--- config.mk ---
export PLATFORM = sky130hd
export DESIGN_NAME = cordic_fix2float
export DESIGN_NICKNAME = d
export VERILOG_FILES = /design/src/rtl/fp_pkg.sv /design/src/rtl/cordic_fix2float.sv
export SDC_FILE = /design/constraint.sdc
export NUM_CORES = 1
export LEC_CHECK = 0
export BUFFER_PORTS_ARGS = -buffer_cell sky130_fd_sc_hd__clkbuf_2
export CAP_MARGIN = 20
export CORE_UTILIZATION = 30
export CTS_BUF_LIST = sky130_fd_sc_hd__clkbuf_8 sky130_fd_sc_hd__clkbuf_16
export DETAILED_ROUTE_END_ITERATION = 8
export PLACE_DENSITY = 0.58
export SLEW_MARGIN = 15
export SYNTH_ARGS = -nofsm -noshare
export SYNTH_HDL_FRONTEND = slang
export SYNTH_SLANG_ARGS = --single-unit
--- constraint.sdc ---
create_clock -name clk -period 5.63 [get_ports clk]
set_input_delay 0.563 -clock clk [delete_from_list [all_inputs] [get_ports clk]]
set_output_delay 0.563 -clock clk [all_outputs]
set_load 0.05 [all_outputs]
--- src/rtl/fp_pkg.sv ---
// rtl/fp_pkg.sv - shared IEEE-754 single-precision constants, FSM states and packing helper
package fp_pkg;

  localparam int FP_BIAS  = 127;
  localparam int FP_EXP_W = 8;
  localparam int FP_MAN_W = 23;

  typedef enum logic [1:0] {
    S_IDLE = 2'd0,
    S_ABS  = 2'd1,
    S_NORM = 2'd2,
    S_OUT  = 2'd3
  } state_t;

  // Assemble a single-precision word from its fields
  function automatic logic [31:0] fp_pack(input logic                sign,
                                          input logic [FP_EXP_W-1:0] exp,
                                          input logic [FP_MAN_W-1:0] man);
    return {sign, exp, man};
  endfunction

endpackage

--- src/rtl/cordic_fix2float.sv ---
// rtl/cordic_fix2float.sv - converts the signed fixed-point CORDIC result to IEEE-754 single
module cordic_fix2float #(
  parameter int IN_W   = 22,
  parameter int FRAC_W = 20
) (
  input  logic            clk,
  input  logic            reset,
  input  logic            in_valid,
  input  logic [IN_W-1:0] in_data,
  output logic            busy,
  output logic            out_valid,
  output logic [31:0]     out_data
);

  import fp_pkg::*;

  localparam int SH_W = $clog2(IN_W);
  // Exponent of a value whose leading one already sits in the top bit
  localparam logic [FP_EXP_W-1:0] EXP_OFF = FP_EXP_W'(FP_BIAS + IN_W - 1 - FRAC_W);

  state_t                state, state_n;
  logic                  in_valid_d;
  logic                  accept;
  logic                  norm_done;
  logic                  sign;
  logic [IN_W-1:0]       raw;
  logic [IN_W-1:0]       mag;
  logic [SH_W-1:0]       shifts;
  logic [FP_EXP_W-1:0]   exp_w;
  logic [FP_MAN_W-1:0]   man_w;
  logic [31:0]           pack_w;

  // Next-state decode, rising-edge accept and result packing
  always_comb begin
    state_n   = state;
    accept    = in_valid & ~in_valid_d & (state == S_IDLE);
    norm_done = (mag == '0) | mag[IN_W-1];
    exp_w     = EXP_OFF - FP_EXP_W'(shifts);
    // Drop the hidden bit and left-align the remaining magnitude bits
    man_w     = FP_MAN_W'(mag[IN_W-2:0]) << (24 - IN_W);
    // Zero always packs as +0 regardless of the captured sign
    pack_w    = (mag == '0) ? 32'h0000_0000 : fp_pack(sign, exp_w, man_w);
    case (state)
      S_IDLE: if (accept) state_n = S_ABS;
      S_ABS:  state_n = S_NORM;
      S_NORM: if (norm_done) state_n = S_OUT;
      S_OUT:  state_n = S_IDLE;
      default: state_n = S_IDLE;
    endcase
  end

  // State register with registered status outputs derived from the next state
  always_ff @(posedge clk or posedge reset) begin
    if (reset) begin
      state      <= S_IDLE;
      in_valid_d <= 1'b0;
      busy       <= 1'b0;
      out_valid  <= 1'b0;
    end else begin
      state      <= state_n;
      in_valid_d <= in_valid;
      busy       <= (state_n != S_IDLE);
      out_valid  <= (state_n == S_OUT);
    end
  end

  // Capture, absolute value, one-bit-per-cycle normalise and result register
  always_ff @(posedge clk or posedge reset) begin
    if (reset) begin
      sign     <= 1'b0;
      raw      <= '0;
      mag      <= '0;
      shifts   <= '0;
      out_data <= 32'h0000_0000;
    end else begin
      case (state)
        S_IDLE: begin
          if (accept) begin
            sign <= in_data[IN_W-1];
            raw  <= in_data;
          end
        end
        S_ABS: begin
          mag    <= sign ? -raw : raw;
          shifts <= '0;
        end
        S_NORM: begin
          if (norm_done) begin
            out_data <= pack_w;
          end else begin
            mag    <= mag << 1;
            shifts <= shifts + SH_W'(1);
          end
        end
        default: ;
      endcase
    end
  end

endmodule

# After elaboration in Yosys (flattened, before gate mapping)
# Cells that the tools add are included.
# totals
register_bits,87
# classes
addsub,3
eq_ne,5
muxes,9
bitwise_logic,4
reduce_logical,7
# op_table
operator,count
two-way mux 22 bit,2
one-hot mux 22 bit (2 select lines),1
two-way mux 32 bit,1
zero test 22 bit,1
negation 22 bit,1
one-hot mux 5 bit (2 select lines),1
one-hot mux 2 bit (4 select lines),1
subtractor 8 x 5 -> 8 bit (first input constant),1
== test 2 bit (second input constant),3
AND reduction 2 bit,3
adder 5 x 1 -> 5 bit (second input constant),1
two-way mux 5 bit,1
two-way mux 2 bit,2
nonzero test 2 bit,2
AND 1 bit,2
== test 2 x 1 -> 1 bit (second input constant),1
zero test 2 bit,1
!= test 2 bit (second input constant),1
NOT 1 bit,1
bitwise OR 1 bit,1

# Longest topological paths before layout
# Gate-level depths: netlist (run 1).
# logic_depth
depth_word,6
depth_mapped,8
depth_no_buf,7

# Least setup slack after synthesis (run 1)
# No wires, ideal clock.
# synth_path
path_kind,register to register
start,register raw[0]
end,register mag[18]
t_arrival_ps,2004
slack_ps,3495
path_stages_with_launch,9
n_path_buf,1
path_cell_list,dfrtp_1 -> inv_1 -> ha_1 -> or3b_2 -> buf_6 -> or3_1 -> o41ai_2 -> xor2_1 -> a21oi_1
# synth_via
elab_chain_cells,3
# synth_lines
item,line,source
from (decl),cordic_fix2float.sv:26,logic [IN_W-1:0] raw;
from (signal assigned),cordic_fix2float.sv:80,raw <= in_data;
negation 22 bit,cordic_fix2float.sv:84,mag <= sign ? -raw : raw;
two-way mux 22 bit,cordic_fix2float.sv:84,
one-hot mux 22 bit (2 select lines),cordic_fix2float.sv:76,case (state)
to (signal assigned),cordic_fix2float.sv:84,
to (signal assigned),cordic_fix2float.sv:91,mag <= mag << 1;
to (decl),cordic_fix2float.sv:27,logic [IN_W-1:0] mag;
# Every way passes these cells.
# A chain may end at the register's enable or synchronous reset.

# Worst setup path after layout (run 1)
# layout_path
start,register state[0]
end,register mag[6]
# layout_via
elab_chain_cells,3
elab_cells_between_ends,6
# layout_lines
item,line,source
from (decl),cordic_fix2float.sv:21,"state_t state, state_n;"
from (signal assigned),cordic_fix2float.sv:60,state <= state_n;
== test 2 bit or == test 2 x 1 -> 1 bit (tied branches),cordic_fix2float.sv:76,
!= test 2 bit (no line) or nonzero test 2 bit (tied branches),n/a,
AND reduction 2 bit (no line),n/a,
# Parallel ways exist; a longest one is shown, timed or not.

==> results of run 1 <==
==> how the worst min path moves through the flow <==
stage | from | to | slack (ns)
floorplan | mag[5] | mag[5] | 0.50
CTS | in_valid | in_valid_d | 0.36
detailed placement | out_data[30] | out_data[30] | 0.48
global route | in_valid | in_valid_d | 0.36
finish | in_valid | in_valid_d | 0.36
global placement | out_data[30] | out_data[30] | 0.48
==> layer usage <==
layer | up-vias | wire length [µm] | GRT usage, %
li1 | 1334 | - | -
met1 | 1354 | 4280 | 18.9
met2 | 62 | 3920 | 20.1
met3 | 8 | 347 | 3.52
met4 | 0 | 65 | 3.61
met5 | - | 0 | 0
==> critical path, cell delays in order, from the launching register on <==
cell and delay [ns]:
dfrtp_1 0.38, inv_1 0.10, ha_1 0.55, and2b_2 0.39, o21ai_1 0.47, nand2_1 0.62, mux2_1 0.49
==> cells in the final DEF (no fill, tap or decap), types with 4 or more instances in the layout <==
cell       count
a21oi_1        5
a22o_1        24
clkbuf_16      9
clkbuf_2      56
dfrtp_1       84
ha_1           7
inv_1         13
mux2_2        36
mux2i_1        4
nand2_1       23
nand3_1        4
nor2_1        15
nor4_1         7
o21ai_0       14
o21ai_1        4
o31ai_1        5
o41ai_2        4
xnor2_1        7
xor2_1        15
==> sequential cells by signal (all words and copies together), names as in the netlist <==
register / flops
busy: 1
in_valid_d: 1
mag: 22
out_data: 30
out_valid: 1
raw: 21
shifts: 5
sign: 1
state: 2
==> area by class of cell <==
class                           count  area, µm²
Timing Repair Buffer               59        310
Inverter                           12       46.3
Sequential cell                    84       2100
Tap cell                          176        220
Clock inverter                      6       80.1
Clock buffer                       10        239
Fill cell                        1294       8430
Multi-Input combinational cell    223       1760
==> kinds of logic (layout without fill, tap and decap cells) <==
group / after synthesis / count (layout) / synth area share, %
flip-flops: 84 / 84 / 51.9
AO/OA/AOI/OAI: 79 / 79 / 15.8
AND/OR/NAND/NOR: 70 / 70 / 8.77
multiplexers: 43 / 43 / 11.8
buffers and inverters: 36 / 87 / 4.73
XOR/XNOR: 22 / 22 / 4.76
adder cells (fa/ha/maj): 7 / 7 / 2.16
other: 1 / 2 / 0.0926
==> report_power, final <==
part,switching (mW),internal (mW),total (mW)
logic,0.964,0.616,1.58
registers,0.305,0.897,1.20
clock network,0.224,0.396,0.620
==> results.md, run 1 <==
* Outcome: complete, no violations
* Hold Vio Cnt, Final at 0
* Hold Buf Count CTS at 0
* Overall power at 3.40 mW
* Mapped Cells at 342
* Setup ws final at 2.51 ns
* CTS Sinks at 84
* Crit path max fanout at 33
* Endpoints failing setup at 0
* Period utilization at 55.5%
* Hold WS at 0.363 ns
* Vias at 2,758
* Final core utilization at 36.1%
* Slew Viols, Final at 0
* Worst vdd ir at 240 µV
* Vias in the first global route at 2,771
* Setup repair bufs after CTS at 0
* FMAX at 0.320 GHz
* I/O Buffers at 56
* CTS max path bufs at 2
* Worst reg-to-reg path cell count at 6
* Ranking of synthesized cells by area: dfrtp_1 (52%), mux2_2 (10%), a22o_1 (5.2%), xor2_1 (3.2%), ha_1 (2.2%)
* Syn-to-layout area delta at 17.6%
* Max Cap Viol at 0
* Hold crit path type: in2reg
* Initial antenna violation count at 0
* Worst setup path end: mag[6]
* # placed instances at 553
* Number of DRC markers in iteration 0 at 137
* Gpl congestion at 0.796
* Power Density at 714 nW/µm²
* Cell Area, Placed at 4430 µm²
* Die Height at 118 µm
* Distinct cells, synth at 53
* FP Rows at 42
* Nets@finish at 421
* First-pass GRT wire length at 14,600 µm
* Crit. End Element: register
* Post-synth top flop: dfrtp_1
* TritonCTS Buffers at 9
* Crit start category: register
* Tmin final at 3.12 ns
* CTS tree: built
* Inserted Diodes at 0
* Cell taking the most area after synthesis: dfrtp_1
* Top cell type's share of synthesized area at 51.9%
* DRC Markers at 0
* Clk root buf: clkbuf_16
* Hold path depth at 1
* Reg2reg end: mag[6]
* Worst setup startpoint: state[0]
* Worst-Skew Late Latency at 0.33 ns
* DPL Wire Length at 6150 µm
* Core area at 13,200 µm²
* Post-Syn Area at 4050 µm²
* Die ar. at 14,000 µm²
* Grt ovf at 0
* Post-synth EDFFs at 0
* Worst Skew at 0.00721 ns
* Pin count of the biggest net entering global routing at 85
* H-tree Lvls at 3
* Post-Layout Inst Area at 4760 µm²
* Commonest cells in the synthesized netlist: dfrtp_1 (84), mux2_2 (36), a22o_1 (24)
* Critical Path AT at 3.34 ns
* WL per Instance at 15.1 µm
* Mean area per synthesized cell at 11.8 µm²
* Final wirelength at 8610 µm
* Detailed Routing Iterations Pass 1 at 4
* Share of cells above drive strength 1 at 31.2%
* CP required at 5.84 ns
* LEAKAGE at 2.18 nW
* Worst-Margin Slew at 1.02 ns
* # resized after CTS at 0
* Async S/R FF share, synth at 100%
* Final cell count without fillers at 570
* Setup TNS at 0 ns
* Setup CP Type: reg2reg
* Worst slack at placement at 2.51 ns
* Total GRT Usage at 13.4%
* Sequential-to-total area share from yosys stat at 51.9%
* Post-route ant nets at 0
* FF-to-FF Start: state[0]
* Clock transition at path regs at 0.06 ns
* Synthesis-stage register bit count at 84
* RSZ-0062 raised after global routing: no
* Max_slew headroom at 32.3%
* Die X at 118 µm
* Top-count cell post-synth: dfrtp_1
* R2R Setup Slk at 2.51 ns
* Post-DR vias/cell at 4.84
* I/O pin cnt at 59
* Ys Warns at 0
* Initial Utilization at 30.7%
No activity file was read; power rests on OpenSTA's default activity.
==> run 2: changes to the inputs <==
--- a/config.mk
+++ b/config.mk
@@ -10,7 +10,7 @@
 export CORE_UTILIZATION = 30
 export CTS_BUF_LIST = sky130_fd_sc_hd__clkbuf_8 sky130_fd_sc_hd__clkbuf_16
 export DETAILED_ROUTE_END_ITERATION = 8
-export PLACE_DENSITY = 0.58
+export PLACE_DENSITY = 0.6
 export SLEW_MARGIN = 15
 export SYNTH_ARGS = -nofsm -noshare
 export SYNTH_HDL_FRONTEND = slang
==> constraint.sdc (replaced) <==
create_clock -name clk -period 2.86 [get_ports clk]
set_input_delay 0.286 -clock clk [delete_from_list [all_inputs] [get_ports clk]]
set_output_delay 0.286 -clock clk [all_outputs]
set_load 0.05 [all_outputs]
==> run 2 against run 1 <==
Net effect: hold slack got worse by 0.35 ns; global-route usage increased by 0.19 points; worst setup slack worse by 2.0 ns; fmax up 33%; cell area is 1.4% higher; sequential power rose by 98%; total power is 100% higher.
==> results.md, run 2 (synthesis gave the netlist of run 1 again) <==
* Outcome: complete, no violations
* Max FFs per register at 30 (unchanged)
* Initial Utilization at 30.7% (unchanged)
* DRC Markers at 0 (unchanged)
* FF-to-FF Start: raw[0]
* Vias in the first global route at 2,847 (+2.7%)
* Switching Share at 43.4% (-0.44 points)
* Grt ovf at 0 (unchanged)
* Commonest non-fill, non-tap cell in the layout: dfrtp_1
* Worst reg-to-reg path cell count at 7 (+1)
* # placed instances at 558 (+0.90%)
* Clock transition at path regs at 0.06 ns (about the same)
* Crit-path cells: inv_1 -> ha_1 -> or3b_2 -> or3_1 -> o41ai_2 -> xor2_1 -> a21oi_1
* Number of DRC markers in iteration 0 at 108 (-21%)
* Setup repair bufs after CTS at 0 (unchanged)
* Pin count of the biggest net entering global routing at 85 (unchanged)
* FMAX at 0.426 GHz (+33%)
* I/O pin cnt at 59 (unchanged)
* Worst vdd ir at 382 µV (+59%)
* Reg with most FFs: out_data
* CP max stage delay at 0.59 ns (-0.03 ns)
* Detailed Routing Iterations Pass 1 at 4 (unchanged)
* R2R Setup Slk at 0.51 ns (-1.99 ns)
* Worst-Skew Late Latency at 0.33 ns (about the same)
* Max_slew headroom at 41.0% (+8.7 points)
* Critical path buffer and inverter count at 1 (unchanged)
* WL per Instance at 15.4 µm (+2.1%)
* Inserted Diodes at 0 (unchanged)
* Hold Vio Cnt, Final at 0 (unchanged)
* Crit start category: register
* Final cell count without fillers at 574 (+0.70%)
* Worst-Margin Slew at 0.885 ns (-0.130 ns)
* Crit path max fanout at 9 (-73%)
* Clock power share at 19.1% (+0.9 points)
* DPL Wire Length at 6260 µm (+1.8%)
* Reg2reg end: mag[18]
* H-tree Lvls at 3 (unchanged)
* Setup CP Type: reg2reg
* Hold WS at 0.0140 ns (-0.349 ns)
* TritonCTS Buffers at 9 (unchanged)
* Commonest non-fill, non-tap cells in the layout: dfrtp_1 (84), clkbuf_2 (56), mux2_2 (36)
* Clk root buf: clkbuf_16
* Period utilization at 82.0% (+27 points)
* Post-route ant nets at 0 (unchanged)
* Vias at 2,782 (+0.87%)
* Crit. End Element: register
* Comb power frac at 46.2% (-0.2 points)
* Die Height at 118 µm (unchanged)
* Syn-to-layout area delta at 19.3%
* Power Density at 1420 nW/µm² (+99%)
* Endpoints failing setup at 0 (unchanged)
* I/O Buffers at 56 (unchanged)
* CTS tree: built
* Largest regs: out_data x30, mag x22, raw x21
* FP Rows at 42 (unchanged)
* Hold Buf Count CTS at 0 (unchanged)
* Core area at 13,200 µm² (unchanged)
* Critical Path AT at 2.56 ns (-0.78 ns)
* Internal at 3.88 mW (+100%)
* Max Cap Viol at 0 (unchanged)
* Hold crit path type: in2async
* Nets@finish at 425 (+0.95%)
* Delay-heaviest family, CP: simple AND/OR/NAND/NOR gates
* Final wirelength at 8850 µm (+2.8%)
* CTS Sinks at 84 (unchanged)
* CP required at 3.08 ns (-2.76 ns)
* Switch Pwr at 2.98 mW (+99%)
* Share of cells above drive strength 1 at 32.2% (+0.94 points)
* Setup TNS at 0 ns (unchanged)
* Slew Viols, Final at 0 (unchanged)
* Total GRT Usage at 13.6% (+0.19 points)
* RSZ-0062 raised after global routing: no
* LEAKAGE at 2.22 nW (+1.5%)
* Die X at 118 µm (unchanged)
* CP max-delay cell: or3b_2
* Die ar. at 14,000 µm² (unchanged)
* First-pass GRT wire length at 14,800 µm (+1.8%)
* Worst Skew at 0.00561 ns (-0.00161 ns)
* Gpl congestion at 0.807 (+1.4%)
* Seq pwr share at 34.7% (-0.6 points)
* Tmin final at 2.35 ns (-0.779 ns)
* # resized after CTS at 0 (unchanged)
* CTS max path bufs at 2 (unchanged)
* Initial antenna violation count at 0 (unchanged)
* Post-DR vias/cell at 4.85 (+0.17%)
==> run 2: through the flow <==
| step | power [mW] | util [%] | instance area (µm²) | setup slack, ns |
|---|---|---|---|---|
| detailed placement | 5.56 | 34.0 | 4490 | 0.543 |
| finish | 6.85 | 36.6 | 4830 | 0.515 |
| global placement | 5.47 | 34.0 | 4490 | 0.594 |
| floorplan | 4.78 | - | 4050 | 0.409 |
| CTS | 6.92 | 36.6 | 4830 | 0.502 |
| global route | 7.31 | 36.6 | 4830 | 0.338 |
==> run 2: final cells by class <==
class | instances | area, µm²
Multi-Input combinational cell | 223 | 1760
Clock buffer | 9 | 225
Clock inverter | 7 | 115
Timing Repair Buffer | 63 | 358
Inverter | 12 | 46.3
Tap cell | 176 | 220
Sequential cell | 84 | 2100
Fill cell | 1272 | 8360
==> run 2: worst max path at each step <==
stage | start | end | slack, ns | cells after the start
floorplan | reset | busy | 0.41 | 1
detailed placement | raw[0] | mag[6] | 0.54 | 7
finish | raw[0] | mag[18] | 0.51 | 7
global route | raw[0] | mag[6] | 0.34 | 7
CTS | raw[0] | mag[18] | 0.50 | 7
global placement | raw[0] | mag[6] | 0.59 | 7
==> run 2: power by group through the flow <==
stage                     Sequential, mW  Combinational, mW  Clock [mW]
after floorplan                     2.87               1.91           0
final                               2.38               3.16        1.31
after detailed placement            2.40               3.16           0
after CTS                           2.38               3.19        1.34
after global routing                2.48               3.44        1.40
after global placement              2.38               3.10           0
==> run 2: worst reg2reg max path: stages, from the launching register on <==
cell     delay, ns
dfrtp_1       0.43
inv_1         0.08
ha_1          0.17
or3b_2        0.59
or3_1         0.44
o41ai_2       0.25
xor2_1        0.19
a21oi_1       0.08
==> run 2: per-layer routing <==
| layer | vias to the layer above | global-route usage [%] | routed length (µm) |
|---|---|---|---|
| li1 | 1344 | - | - |
| met3 | 2 | 3.72 | 441 |
| met2 | 70 | 21.1 | 4210 |
| met5 | - | 0 | 0 |
| met1 | 1366 | 18.4 | 4170 |
| met4 | 0 | 3.93 | 31 |
